## src/rtl/sec_timer_if.sv

```systemverilog
// sec_timer_if -- control and display bundle for the MM:SS stopwatch.
//   i_slow_clk : divided clock level from the upstream divider (i_clk domain)
//   i_start    : single-cycle start/resume request
//   i_stop     : single-cycle pause request
//   i_clear    : single-cycle clear request
//   o_sec_ones, o_sec_tens, o_min_ones, o_min_tens : BCD digits
//   o_running  : high while counting
//   o_rollover : one-cycle pulse after the 59:59 -> 00:00 wrap
// The master modport is the controller side; the slave modport is the timer.
interface sec_timer_if;
  logic       i_slow_clk;
  logic       i_start;
  logic       i_stop;
  logic       i_clear;
  logic [3:0] o_sec_ones;
  logic [3:0] o_sec_tens;
  logic [3:0] o_min_ones;
  logic [3:0] o_min_tens;
  logic       o_running;
  logic       o_rollover;

  modport master (
    output i_slow_clk, i_start, i_stop, i_clear,
    input  o_sec_ones, o_sec_tens, o_min_ones, o_min_tens, o_running, o_rollover
  );

  modport slave (
    input  i_slow_clk, i_start, i_stop, i_clear,
    output o_sec_ones, o_sec_tens, o_min_ones, o_min_tens, o_running, o_rollover
  );
endinterface

```

## src/rtl/sec_timer.sv

```systemverilog
// sec_timer -- BCD MM:SS stopwatch advanced by rising edges of a slow level.
//   i_clk   : system clock, everything is on its rising edge
//   i_reset : synchronous, active-high
//   bus     : sec_timer_if.slave (slow level, start/stop/clear, digits, status)
// TICKS_PER_SEC (1..255) slow-clock rising edges make one second.
// A three-state FSM (IDLE/RUN/PAUSE) gates counting; the prescaler holds its
// partial count across PAUSE so a resume continues the interrupted second.
module sec_timer #(
  parameter int unsigned TICKS_PER_SEC = 1
) (
  input  logic        i_clk,
  input  logic        i_reset,
  sec_timer_if.slave  bus
);

  localparam logic [7:0] PRE_MAX = 8'(TICKS_PER_SEC - 1);

  typedef enum logic [1:0] {IDLE, RUN, PAUSE} state_t;

  state_t     r_state, w_state_nxt;
  logic       r_slow_d;
  logic [7:0] r_pre;
  logic [3:0] r_so, r_st, r_mo, r_mt;
  logic       r_running, r_rollover;
  logic       w_tick, w_count, w_sec_done, w_wrap;

  // Edge detect on the slow level; r_slow_d resets high so a level that is
  // already high at reset release is not mistaken for a fresh edge.
  assign w_tick     = bus.i_slow_clk & ~r_slow_d;
  // Clear and stop both pre-empt a tick landing in the same cycle.
  assign w_count    = w_tick & (r_state == RUN) & ~bus.i_clear & ~bus.i_stop;
  assign w_sec_done = w_count & (r_pre == PRE_MAX);
  assign w_wrap     = w_sec_done & (r_mt == 4'd5) & (r_mo == 4'd9)
                    & (r_st == 4'd5) & (r_so == 4'd9);

  // Next state: clear > stop > start. A higher-priority request that is a
  // no-op in the current state still masks the lower ones.
  always_comb begin
    w_state_nxt = r_state;
    if (bus.i_clear) begin
      w_state_nxt = IDLE;
    end else if (bus.i_stop) begin
      if (r_state == RUN) w_state_nxt = PAUSE;
    end else if (bus.i_start) begin
      if (r_state != RUN) w_state_nxt = RUN;
    end
  end

  always_ff @(posedge i_clk) begin
    if (i_reset) begin
      r_state   <= IDLE;
      r_running <= 1'b0;
    end else begin
      r_state   <= w_state_nxt;
      r_running <= (w_state_nxt == RUN);
    end
  end

  // Prescaler and BCD digits; each digit wraps at its own limit so no
  // out-of-range value is ever visible.
  always_ff @(posedge i_clk) begin
    if (i_reset) begin
      r_slow_d   <= 1'b1;
      r_pre      <= 8'd0;
      r_so       <= 4'd0;
      r_st       <= 4'd0;
      r_mo       <= 4'd0;
      r_mt       <= 4'd0;
      r_rollover <= 1'b0;
    end else begin
      r_slow_d   <= bus.i_slow_clk;
      r_rollover <= w_wrap;
      if (bus.i_clear) begin
        r_pre <= 8'd0;
        r_so  <= 4'd0;
        r_st  <= 4'd0;
        r_mo  <= 4'd0;
        r_mt  <= 4'd0;
      end else if (w_sec_done) begin
        r_pre <= 8'd0;
        if (r_so == 4'd9) begin
          r_so <= 4'd0;
          if (r_st == 4'd5) begin
            r_st <= 4'd0;
            if (r_mo == 4'd9) begin
              r_mo <= 4'd0;
              r_mt <= (r_mt == 4'd5) ? 4'd0 : r_mt + 4'd1;
            end else begin
              r_mo <= r_mo + 4'd1;
            end
          end else begin
            r_st <= r_st + 4'd1;
          end
        end else begin
          r_so <= r_so + 4'd1;
        end
      end else if (w_count) begin
        r_pre <= r_pre + 8'd1;
      end
    end
  end

  assign bus.o_sec_ones = r_so;
  assign bus.o_sec_tens = r_st;
  assign bus.o_min_ones = r_mo;
  assign bus.o_min_tens = r_mt;
  assign bus.o_running  = r_running;
  assign bus.o_rollover = r_rollover;

endmodule
```

## src/flat_wrapper.sv

```systemverilog
// flat-port wrapper written by rule: the top's interface ports become plain ports
module sec_timer_flat 
#(
  parameter int unsigned TICKS_PER_SEC = 1
)
  (i_clk, i_reset, bus_i_slow_clk, bus_i_start, bus_i_stop, bus_i_clear, bus_o_sec_ones, bus_o_sec_tens, bus_o_min_ones, bus_o_min_tens, bus_o_running, bus_o_rollover);
  sec_timer_if bus_i ();
  input  logic i_clk;
  input  logic i_reset;
  input wire logic [$bits(bus_i.i_slow_clk)-1:0] bus_i_slow_clk;
  input wire logic [$bits(bus_i.i_start)-1:0] bus_i_start;
  input wire logic [$bits(bus_i.i_stop)-1:0] bus_i_stop;
  input wire logic [$bits(bus_i.i_clear)-1:0] bus_i_clear;
  output wire logic [$bits(bus_i.o_sec_ones)-1:0] bus_o_sec_ones;
  output wire logic [$bits(bus_i.o_sec_tens)-1:0] bus_o_sec_tens;
  output wire logic [$bits(bus_i.o_min_ones)-1:0] bus_o_min_ones;
  output wire logic [$bits(bus_i.o_min_tens)-1:0] bus_o_min_tens;
  output wire logic [$bits(bus_i.o_running)-1:0] bus_o_running;
  output wire logic [$bits(bus_i.o_rollover)-1:0] bus_o_rollover;
  assign bus_i.i_slow_clk = bus_i_slow_clk;
  assign bus_i.i_start = bus_i_start;
  assign bus_i.i_stop = bus_i_stop;
  assign bus_i.i_clear = bus_i_clear;
  assign bus_o_sec_ones = bus_i.o_sec_ones;
  assign bus_o_sec_tens = bus_i.o_sec_tens;
  assign bus_o_min_ones = bus_i.o_min_ones;
  assign bus_o_min_tens = bus_i.o_min_tens;
  assign bus_o_running = bus_i.o_running;
  assign bus_o_rollover = bus_i.o_rollover;
  sec_timer #(.TICKS_PER_SEC(TICKS_PER_SEC)) u_core (.i_clk(i_clk), .i_reset(i_reset), .bus(bus_i));
endmodule
```

## config.mk

```make
export PLATFORM = sky130hd
export DESIGN_NAME = sec_timer_flat
export DESIGN_NICKNAME = d
export VERILOG_FILES = /design/src/rtl/sec_timer_if.sv /design/src/rtl/sec_timer.sv /design/src/flat_wrapper.sv
export SDC_FILE = /design/constraint.sdc
export NUM_CORES = 1
export LEC_CHECK = 0
export CAP_MARGIN = 20
export CORE_MARGIN = 3
export CORE_UTILIZATION = 50
export CTS_CLUSTER_DIAMETER = 200
export DETAILED_ROUTE_END_ITERATION = 12
export GPL_TIMING_DRIVEN = 0
export PLACE_DENSITY_LB_ADDON = 0.12
export SETUP_SLACK_MARGIN = 0.2
export SLEW_MARGIN = 40
export SYNTH_ARGS = -nofsm -noshare
export SYNTH_HDL_FRONTEND = slang
export SYNTH_SLANG_ARGS = --single-unit
```

## constraint.sdc

```tcl
create_clock -name i_clk -period 2.9 [get_ports i_clk]
set_input_delay 0.435 -clock i_clk [delete_from_list [all_inputs] [get_ports i_clk]]
set_output_delay 0.435 -clock i_clk [all_outputs]
set_load 0.1 [all_outputs]
```

After elaboration in Yosys (flattened, before gate mapping)
Cells that the tools add are included.
{"block": "totals", "output_inout_bits": 18, "input_bits": 6, "ff_bits": 29, "elab_cells": 48}
{"block": "op_classes", "n_eq_ne": 7, "n_reduce_logical": 6, "n_bitwise": 12, "addsub": 5, "muxes": 9}
{"cell": "$add A4 B1 Y4 const B", "n": 4}
{"cell": "$mux W4", "n": 4}
{"cell": "$mux W2", "n": 5}
{"cell": "$and A1 B1 Y1", "n": 9}
{"cell": "$add A8 B1 Y8 const B", "n": 1}
{"cell": "$eq A4 B3 Y1 const B", "n": 2}
{"cell": "$eq A4 B4 Y1 const B", "n": 2}
{"cell": "$logic_not A8 Y1", "n": 1}
{"cell": "$eq A2 B1 Y1 const B", "n": 2}
{"cell": "$reduce_and A4 Y1", "n": 1}
{"cell": "$not A1 Y1", "n": 3}
{"cell": "$reduce_and A3 Y1", "n": 1}
{"cell": "$reduce_or A3 Y1", "n": 1}
{"cell": "$ne A2 B1 Y1 const B", "n": 1}
{"cell": "$reduce_and A2 Y1", "n": 1}
{"cell": "$reduce_or A2 Y1", "n": 1}

Logic depth before layout (Yosys ltp)
{"block": "logic_depth", "depth_word": 10, "mapped_depth": 7, "ltp_nobuf": 6}

Worst setup path after synthesis
No wires, ideal clock.
{"block": "synth_path", "path_kind": "register to register", "startpoint": "register u_core.r_so[0], in the netlist u_core.bus.o_sec_ones[0]", "endpoint": "register u_core.r_mt[1], in the netlist u_core.bus.o_min_tens[1]", "path_slack_ps": 575, "synth_period_minus_slack_ps": 2325, "required_ps": 2830, "setup_time_ps": 70, "stages_incl_launch_ff": 5, "arrival_time_ps": 2254, "path_cell_list": "dfxtp_1 -> nor3b_4 -> nand4_1 -> or4_1 -> a21oi_1"}
{"block": "synth_between", "elab_chain_cells": 2}
{"item": "start, declared", "line": "sec_timer.sv:23", "source": "logic [3:0] r_so, r_st, r_mo, r_mt;"}
{"item": "start signal, assigned", "line": "sec_timer.sv:95", "source": "r_so <= r_so + 4'd1;"}
{"item": "$eq A4 B4 Y1", "line": "sec_timer.sv:81", "source": "if (r_so == 4'd9) begin"}
{"item": "$reduce_and A4 Y1 (no source line)"}
{"item": "end signal, assigned", "line": "sec_timer.sv:87", "source": "r_mt <= (r_mt == 4'd5) ? 4'd0 : r_mt + 4'd1;"}
{"item": "end, declared", "line": "sec_timer.sv:23"}
No other way between the ends.
A chain may end at the register's enable or synchronous reset.

Final worst setup path
{"block": "layout_path", "startpoint": "input port bus_i_clear", "endpoint": "register u_core.r_st[0], in the netlist u_core.bus.o_sec_tens[0]"}
{"block": "layout_between", "elab_chain_cells": 5, "word_cells_on_any_way": 6}
{"item": "start, declared", "line": "flat_wrapper.sv:13", "source": "input wire logic [$bits(bus_i.i_clear)-1:0] bus_i_clear;"}
{"item": "$not A1 Y1", "line": "sec_timer.sv:31", "source": "assign w_count = w_tick & (r_state == RUN) & ~bus.i_clear & ~bus.i_stop;"}
{"item": "$and A1 B1 Y1 (2 in a row)", "line": "sec_timer.sv:31"}
{"item": "$and A1 B1 Y1", "line": "sec_timer.sv:32", "source": "assign w_sec_done = w_count & (r_pre == PRE_MAX);"}
{"item": "$reduce_and A2 Y1 (no source line)"}
{"item": "end signal, assigned", "line": "sec_timer.sv:92", "source": "r_st <= r_st + 4'd1;"}
{"item": "end, declared", "line": "sec_timer.sv:23"}
Several ways; a longest one is shown, not always the timed one.

==> results.md <==
* Logic pwr share at 0.049
* Switching Fraction at 0.233
* GP Congestion at 0.830
* Final hold viol count at 0
* Synthesis-to-layout area growth at 15.6%
* Ant diodes at 0
* Post-Syn Nets at 183
* Vias in the first global route at 1388
* DP Area at 0.00168 sq mm
* Port bufs at 23
* Boundary Pins at 24
* WP buf/inv at 2
* RSZ-0062 raised after global routing: no
* Worst skew pair latency at 0.34 ns
* Setup Skew at 0.0115 ns
* H-tree depth at 2
* Worst setup startpoint: bus_i_clear
* Worst-margin pin slew at 0.525 ns
* Setup Buffers After CTS at 0
* CTS resizes at 0
* Cell Chain, Critical Path: clkdlybuf4s50_1 > nor4b_4 > nand4_1 > buf_2 > o311ai_0 > o41ai_1
* Core area at 0.00281 sq mm
* # Max-Cap Violations at 0
* Maximum vdd drop at 281 uV
* Flop pwr share at 0.584
* Detailed-placement wirelength estimate at 2590 um
* Sw power at 0.000160 W
* Post-Syn Area per Cell at 8.57 sq um
* CTS tree: done
* Count leader, synth: dfxtp_1
* Crit path capture: u_core.bus.o_sec_tens[0]
* Syn Std Cell Area at 0.00150 sq mm
* Via density at 6.18
* F_max at 429 MHz
* Num CTS Buffers at 5
* Share of the synthesized area in the top cell type at 0.387
* Ys async rst share at 0
* Final instance area at 0.00173 sq mm
* Post-Route WL at 3550 um
* Worst min-delay path category: reg -> reg
* Fin nets at 213
* Reg2reg setup slack at 0.83 ns
* Die ar. at 0.00369 sq mm
* Period utilization at 0.804
* Hold Slack at 0.497 ns
* Wire per inst at 15.0 um
* Final Slew Violations at 0
* Outcome: finished, final reports clean
* Rel. slew slack at 0.650
* Gr usage total at 0.220
* Die height at 60.8 um
* Global-route wire length before repair at 6020 um
* CP max stage delay at 0.55 ns
* Clock slew at reported path FFs at 0.10 ns
* WP depth at 6
* Setup CP Type: in -> reg
* Leading area contributor after synthesis: dfxtp_1
* Sequential area share after synthesis at 0.387
* #FFs+latches synth at 29
* Share of layout cells above drive strength 1 at 0.180
* DRT iter0 DRCs at 83
* Post-synth top flop: dfxtp_1
* R2r endpoint: u_core.bus.o_min_ones[0]
* CP Launch Type: input pin
* Post-route ant nets at 0
* TNS Setup at 0 ns
* Tmin final at 2.33 ns
* Largest net degree at the start of global routing at 11
* Yosys warns at 0
* GRT Residual Overflow at 0
* CP endpoint kind: flip-flop
* Syn Inst Count at 175
* Cell row count at 19
* Worst reg2reg path depth at 7
* Worst EP arrival at 2.55 ns
* Starting density of the core at 0.535
* Die W at 60.8 um
* Count of flip-flops with a built-in enable after synthesis at 0
* Setup violators final at 0
* Delay-heaviest family, CP: simple AND/OR/NAND/NOR gates
* Drt first pass iters at 4
* CP required at 3.12 ns
* Max FO, Critical Path at 10
* Clock sinks at 29
* CTS max path bufs at 2
* Power share of the clock group at 0.368
* P per Cell Area at 396 mW/mm^2
* Via count at 1458
* Initial antenna violation count at 0
* Crit-path slowest cell: nor4b_4
* Worst hold path startpoint: u_core.bus.o_min_ones[0]
* Hold_buf cts at 0
* Synth top area cells: dfxtp_1 39%, a21oi_1 4.3%, nor2_1 4.3%
* Internal power at 0.000527 W
* Worst R2R Start: u_core.r_pre[0]
* Cell variety after synth at 42
* DR DRC count at 0
* Leakage at 0.620 nW
* Clock root cell: clkbuf_4
* Top post-synthesis cells by count: 29 x dfxtp_1, 17 x nor2_1, 13 x a21oi_1, 12 x nand2_1, 8 x o21ai_0
==> registers in the layout (all words and copies together), names as in the netlist <==
signal,flops
u_core.bus.o_sec_tens,4
u_core.r_state,2
u_core.bus.o_min_tens,4
u_core.bus.o_running,1
u_core.bus.o_min_ones,4
u_core.r_pre,8
u_core.bus.o_rollover,1
u_core.r_slow_d,1
u_core.bus.o_sec_ones,4
==> layer usage <==
layer	track usage	routed length, um	vias up
met2	0.376	1690	50
met1	0.239	1510	687
li1	-	-	712
met4	0.0960	87	0
met5	0	0	-
met3	0.0915	251	9
==> layout make-up <==
cell class,instances,area [sq um]
clock buffers,7,55.1
repair buffers,23,140
plain buffers,6,26.3
inverters,6,22.5
fillers,252,1070
flip-flops and latches,29,581
well taps,31,38.8
multi-input cells,134,871
==> placed cells by master, fill, tap and decap left out, types with 2 or more instances in the layout <==
cell,count
nand2b_1,2
and4bb_2,2
nor4bb_1,3
nor3_1,6
nand2_1,12
nor2_1,17
dfxtp_1,29
a21oi_1,13
o21ai_0,8
ha_1,2
inv_1,6
xor2_1,2
clkbuf_4,5
o311ai_0,3
and4_1,4
buf_2,21
xnor2_1,4
o31ai_1,5
a31oi_1,3
clkdlybuf4s50_1,5
clkbuf_1,3
nor2b_1,6
or4_1,5
nand4_1,6
or3_1,5
or2_2,3
nand3_1,7
==> how the worst min path moves through the flow <==
stage                               end  slack (ns)  cells past startpoint
6_report       u_core.bus.o_min_ones[0]        0.50                      2
5_1_grt        u_core.bus.o_min_tens[0]        0.54                      2
4_1_cts        u_core.bus.o_min_tens[0]        0.49                      2
3_5_place_dp   u_core.bus.o_min_tens[0]        0.48                      2
3_3_place_gp            u_core.r_pre[7]        0.47                      2
2_1_floorplan           u_core.r_pre[7]        0.46                      2
==> worst register-to-register path, stage by stage, from the launching register on <==
cell	delay, ns
dfxtp_1	0.35
inv_1	0.10
ha_1	0.16
nor4bb_1	0.41
nand4_2	0.15
buf_2	0.21
or4_1	0.47
a21oi_1	0.15
==> per-stage QoR <==
stage | total power, W | util | cells | worst slack (ns)
floorplan | 0.000428 | - | 175 | 0.575
global placement | 0.000443 | 0.631 | 229 | 0.314
detailed placement | 0.000444 | 0.599 | 229 | 0.216
CTS | 0.000693 | 0.618 | 236 | 0.561
global route | 0.000713 | 0.618 | 236 | 0.480
finish | 0.000687 | 0.618 | 236 | 0.569
==> kinds of logic (layout without fill, tap and decap cells) <==
logic type               count (synthesis)  count (layout)  synth area share
multiplexers                             1               1           0.00667
flip-flops                              29              29             0.387
buffers and inverters                   12              42            0.0325
adder cells (fa/ha/maj)                  2               2            0.0167
AND/OR/NAND/NOR                         89              89             0.375
XOR/XNOR                                 6               6            0.0350
AO/OA/AOI/OAI                           36              36             0.147
==> power by group through the flow <==
stage / Clock, W / Sequential [W] / Combinational, W
final: 0.000253 / 0.000401 / 0.0000334
after global routing: 0.000275 / 0.000401 / 0.0000364
after CTS: 0.000259 / 0.000401 / 0.0000332
after detailed placement: 0 / 0.000410 / 0.0000332
after global placement: 0 / 0.000410 / 0.0000331
after floorplan: 0 / 0.000413 / 0.0000149
Power figures use the tool's default switching activity.
